==> src/rtl/univ_shift_reg.sv <==
// Universal shift register: hold/shift/rotate/load/clear plus an auto-serialise FSM (LSB first).
// Optional registered parity output of q enabled by defining SHREG_PARITY_EN.
module univ_shift_reg #(
    parameter int               WIDTH   = 8,
    parameter logic [WIDTH-1:0] RST_VAL = '0
) (
    input  logic             clk,
    input  logic             rst,
    input  logic             en,
    input  logic [2:0]       mode,
    input  logic [WIDTH-1:0] d,
    input  logic             sin_msb,
    input  logic             sin_lsb,
    output logic [WIDTH-1:0] q,
    output logic             sout_lsb,
    output logic             sout_msb,
    output logic             busy,
    output logic             done
`ifdef SHREG_PARITY_EN
    ,
    output logic             parity
`endif
);

    localparam int CNT_W = $clog2(WIDTH);

    typedef enum logic {
        IDLE  = 1'b0,
        SHIFT = 1'b1
    } state_t;

    state_t             state_q, state_d;
    logic [WIDTH-1:0]   q_q, q_d;
    logic [CNT_W-1:0]   cnt_q, cnt_d;
    logic               busy_q, busy_d;
    logic               done_q, done_d;

    always_ff @(posedge clk) begin
        if (rst) begin
            state_q <= IDLE;
            q_q     <= RST_VAL;
            cnt_q   <= '0;
            busy_q  <= 1'b0;
            done_q  <= 1'b0;
        end else begin
            state_q <= state_d;
            q_q     <= q_d;
            cnt_q   <= cnt_d;
            busy_q  <= busy_d;
            done_q  <= done_d;
        end
    end

    always_comb begin
        state_d = state_q;
        q_d     = q_q;
        cnt_d   = cnt_q;
        busy_d  = busy_q;
        // done is a single-cycle pulse and drops on the next edge even when en is low
        done_d  = 1'b0;
        if (en) begin
            case (state_q)
                IDLE: begin
                    case (mode)
                        3'b000: q_d = q_q;
                        3'b001: q_d = {sin_msb, q_q[WIDTH-1:1]};
                        3'b010: q_d = {q_q[WIDTH-2:0], sin_lsb};
                        3'b011: q_d = {q_q[0], q_q[WIDTH-1:1]};
                        3'b100: q_d = {q_q[WIDTH-2:0], q_q[WIDTH-1]};
                        3'b101: q_d = d;
                        3'b110: begin
                            q_d     = d;
                            cnt_d   = '0;
                            busy_d  = 1'b1;
                            state_d = SHIFT;
                        end
                        default: q_d = '0;
                    endcase
                end
                SHIFT: begin
                    if (mode == 3'b111) begin
                        q_d     = '0;
                        busy_d  = 1'b0;
                        state_d = IDLE;
                    end else begin
                        q_d   = {sin_msb, q_q[WIDTH-1:1]};
                        cnt_d = cnt_q + CNT_W'(1);
                        // last bit has been presented for a full period; finish on this edge
                        if (cnt_q == CNT_W'(WIDTH - 1)) begin
                            cnt_d   = '0;
                            busy_d  = 1'b0;
                            done_d  = 1'b1;
                            state_d = IDLE;
                        end
                    end
                end
                default: state_d = IDLE;
            endcase
        end
    end

`ifdef SHREG_PARITY_EN
    logic parity_q;

    // computed from q_d so parity always describes the q that is registered alongside it
    always_ff @(posedge clk) begin
        if (rst) begin
            parity_q <= ^RST_VAL;
        end else begin
            parity_q <= ^q_d;
        end
    end

    assign parity = parity_q;
`endif

    assign q        = q_q;
    assign sout_lsb = q_q[0];
    assign sout_msb = q_q[WIDTH-1];
    assign busy     = busy_q;
    assign done     = done_q;

endmodule

==> config.mk <==
export PLATFORM = sky130hd
export DESIGN_NAME = univ_shift_reg
export DESIGN_NICKNAME = d
export VERILOG_FILES = /design/src/rtl/univ_shift_reg.sv
export SDC_FILE = /design/constraint.sdc
export NUM_CORES = 1
export LEC_CHECK = 0
export ABC_CLOCK_PERIOD_IN_PS = 1600
export CAP_MARGIN = 10
export CORE_UTILIZATION = 25
export CTS_CLUSTER_DIAMETER = 30
export DETAILED_ROUTE_END_ITERATION = 8
export MAX_ROUTING_LAYER = met4
export SYNTH_ARGS = -nofsm -noshare
export SYNTH_HDL_FRONTEND = slang
export SYNTH_SLANG_ARGS = --single-unit
==> constraint.sdc <==
create_clock -name clk -period 1.6 [get_ports clk]
set_input_delay 0.16 -clock clk [delete_from_list [all_inputs] [get_ports clk]]
set_output_delay 0.16 -clock clk [all_outputs]
set_load 0.05 [all_outputs]
==> flow_metrics.tcl <==
set metrics [dict create \
    outcome "complete, no violations" \
    cp_max_fo 11 \
    fin_nets 182 \
    io_pins 28 \
    fin_skew_ns 0.00895 \
    dp_hpwl_mm 2.22 \
    rrSetupSlack_ns 0.18 \
    std_cell_rows 23 \
    drv_slew 0 \
    hold_class "register to register" \
    grt_max_degree 18 \
    yosysUniqueCellTypes 44 \
    core_area_sq_mm 0.00406 \
    period_share_pct 92.9 \
    tritoncts "done" \
    synthFlopType "dfxtp_1" \
    seqCellArea_sq_um 280 \
    total_leakage_power_nw 0.593 \
    whs_path_depth 2 \
    diodes 0 \
    max-slew-margin-rel_pct 72.3 \
    grt_pass1_vias 1055 \
    drv_cap 0 \
    cts.sinks 14 \
    slowest_delay_ns 0.46 \
    die_x_um 67.5 \
    yosys_register_bits 14 \
    worstHoldStart "cnt_q[1]" \
    yosysTopAreaCellShare_pct 26.1 \
    finalSetupViolations 0 \
    critPathCaptureType "register" \
    reg2reg_depth 5 \
    cp_cell_sequence "clkdlybuf4s50_1 -> buf_4 -> mux2i_1 -> mux2_4 -> o221a_1 -> a211oi_2" \
    grt_use_total_pct 14.1 \
    power.total_mw 1.12 \
    cts-htree-levels 1 \
    clk-insertion-delay-late_ns 0.25 \
    firstDrtPassIters 4 \
    dieArea_sq_mm 0.00455 \
    syn-instance-count 125 \
    ant_nets 0 \
    vias 1126 \
    grt_pass1_wl_mm 4.82 \
    cp.arrival_ns 1.66 \
    syn_nets 143 \
    path_class "primary input to register" \
    synth.avg_cell_area_sq_um 8.58 \
    yosys_warnings 0 \
    drc 0 \
    fin_crit_ns 1.49 \
    synth-async-reset-ratio_pct 0 \
    grt_setup_unrepaired "false" \
    antenna_found_initial 0 \
    numPortBuffers 27 \
    avgViaCountPerCell 5.29 \
    reg2reg_to "q[4]" \
    drive_gt1_share_pct 32.5 \
    synth_most_common_cell "nand2_1" \
    num-fill-cells 423 \
    cts_max_path_buffers 2 \
    drt_wl_total_mm 2.92 \
    gpl.final_weighted_congestion 0.841 \
    syn_to_final_growth_pct 44.7 \
    synthesis.area_sq_mm 0.00107 \
    synth_seq_area_share_pct 26.1 \
    power_density_mw_per_mm2 722 \
    start_util_pct 26.4 \
    max_freq_mhz 672 \
    worstHoldEndpoint "cnt_q[1]" \
    cts_buffers 3 \
    die_h_um 67.5 \
    fin_util_pct 38.2 \
    worst_path_max_delay_cell "clkdlybuf4s50_1" \
    cts_setup_buffers 0 \
    worst_pin_slew_ns 0.415 \
    ir_drop_mv 0.244 \
    crit_start "mode[2]" \
    multi_input_area_sq_um 698 \
    wl_per_cell_um 13.7 \
    worstSetupStartpointType "primary input" \
    worstReg2RegStart "state_q" \
    hold_buffers 0 \
    ys_top_cells_by_count "18 x nand2_1, 14 x dfxtp_1, 8 x a31oi_1" \
    first_iter_violations 43 \
    synth_top_cell_by_area "dfxtp_1" \
    cp_data_required_time_ns 1.77 \
    finalHoldViolCount 0 \
    clk_pin_slew_ns 0.07 \
    overflow 0 \
    ys_top_cells_by_area "dfxtp_1 26%, a311oi_2 7.0%, nand2_1 6.3%" \
    synth_edf_count 0 \
    cts_root_buf "clkbuf_8" \
]
how the worst max path moves through the flow:
stage | to | slack, ns | cells after the start
floorplan | q[1] | 0.07 | 4
global placement | q[0] | -0.11 | 6
detailed placement | q[0] | -0.14 | 6
CTS | q[0] | 0.11 | 6
global route | q[3] | 0.008 | 7
finish | q[0] | 0.11 | 6
layer usage:
layer / GRT usage [%] / vias to the layer above / part of all wire [%]
met5: - / - / 0
met2: 23.3 / 28 / 48
met4: 3.19 / 0 / 0.72
met1: 18.0 / 543 / 47
li1: - / 551 / -
met3: 2.03 / 4 / 4.1
stage by stage:
stage	instances	hold WS, ns	TNS, ns	area [sq um]	setup WS, ns
2_1_floorplan	125	0.228	0	1070	0.0689
3_3_place_gp	209	0.446	-0.681	1490	-0.110
3_5_place_dp	209	0.469	-0.993	1490	-0.143
4_1_cts	213	0.476	0	1550	0.111
5_1_grt	213	0.513	0	1550	0.00797
6_report	213	0.472	0	1550	0.113
sequential cells by signal, summed over array words and instances, names as in the netlist:
name / cells
q: 8
cnt_q: 3
busy: 1
done: 1
state_q: 1
layout make-up:
type / count / area share [%]
Clock buffer: 4 / 3.55
Inverter: 4 / 0.968
Multi-Input combinational cell: 94 / 45.0
Sequential cell: 14 / 18.1
Tap cell: 50 / 4.03
Timing Repair Buffer: 47 / 28.4
worst max-delay path: cells and delay by family:
family,cells,cell delay [ns]
buffers and inverters,2,0.66
AOI/OAI and AO/OA,2,0.48
muxes,2,0.36
cell families (layout without fill, tap and decap cells):
logic type / count (synthesis) / in the layout / synth area share (%)
AOI/OAI and AO/OA: 38 / 38 / 31.4
xor gates and xnor gates: 2 / 2 / 2.33
adders and majority gates: 2 / 2 / 2.33
buffers and inverters: 17 / 55 / 9.22
DFF: 14 / 14 / 26.1
muxes: 3 / 3 / 3.27
and+or+nand+nor: 49 / 49 / 25.3
cells in the final DEF (no fill, tap or decap), types with 2 or more instances in the layout:
cell type / synthesis / routed
nand3b_1: 2 / 2
buf_4: 6 / 28
nand2b_1: 3 / 3
ha_1: 2 / 2
a311oi_1: 2 / 2
nor4bb_1: 6 / 6
dfxtp_1: 14 / 14
mux2i_1: 2 / 2
nand3_1: 6 / 6
inv_2: 3 / 3
a21oi_1: 3 / 3
buf_12: 0 / 4
a21o_1: 6 / 6
nand4_1: 2 / 2
clkdlybuf4s50_1: 0 / 15
nor2_1: 6 / 6
nand2_1: 18 / 18
a311oi_2: 5 / 5
a31oi_1: 8 / 8
clkbuf_8: 0 / 4
report_power, final:
part           internal, mW  switching (mW)  total (mW)  leakage (nW)
Clock                 0.218           0.136       0.354        0.0288
Sequential            0.367          0.0224       0.390         0.115
Combinational         0.171           0.205       0.377         0.449
repair_timing:
item	in CTS	in global routing
setup endpoints to repair	0	1
resized for setup	0	1
hold endpoints to repair	0	0
No activity file was read; power rests on OpenSTA's default activity.
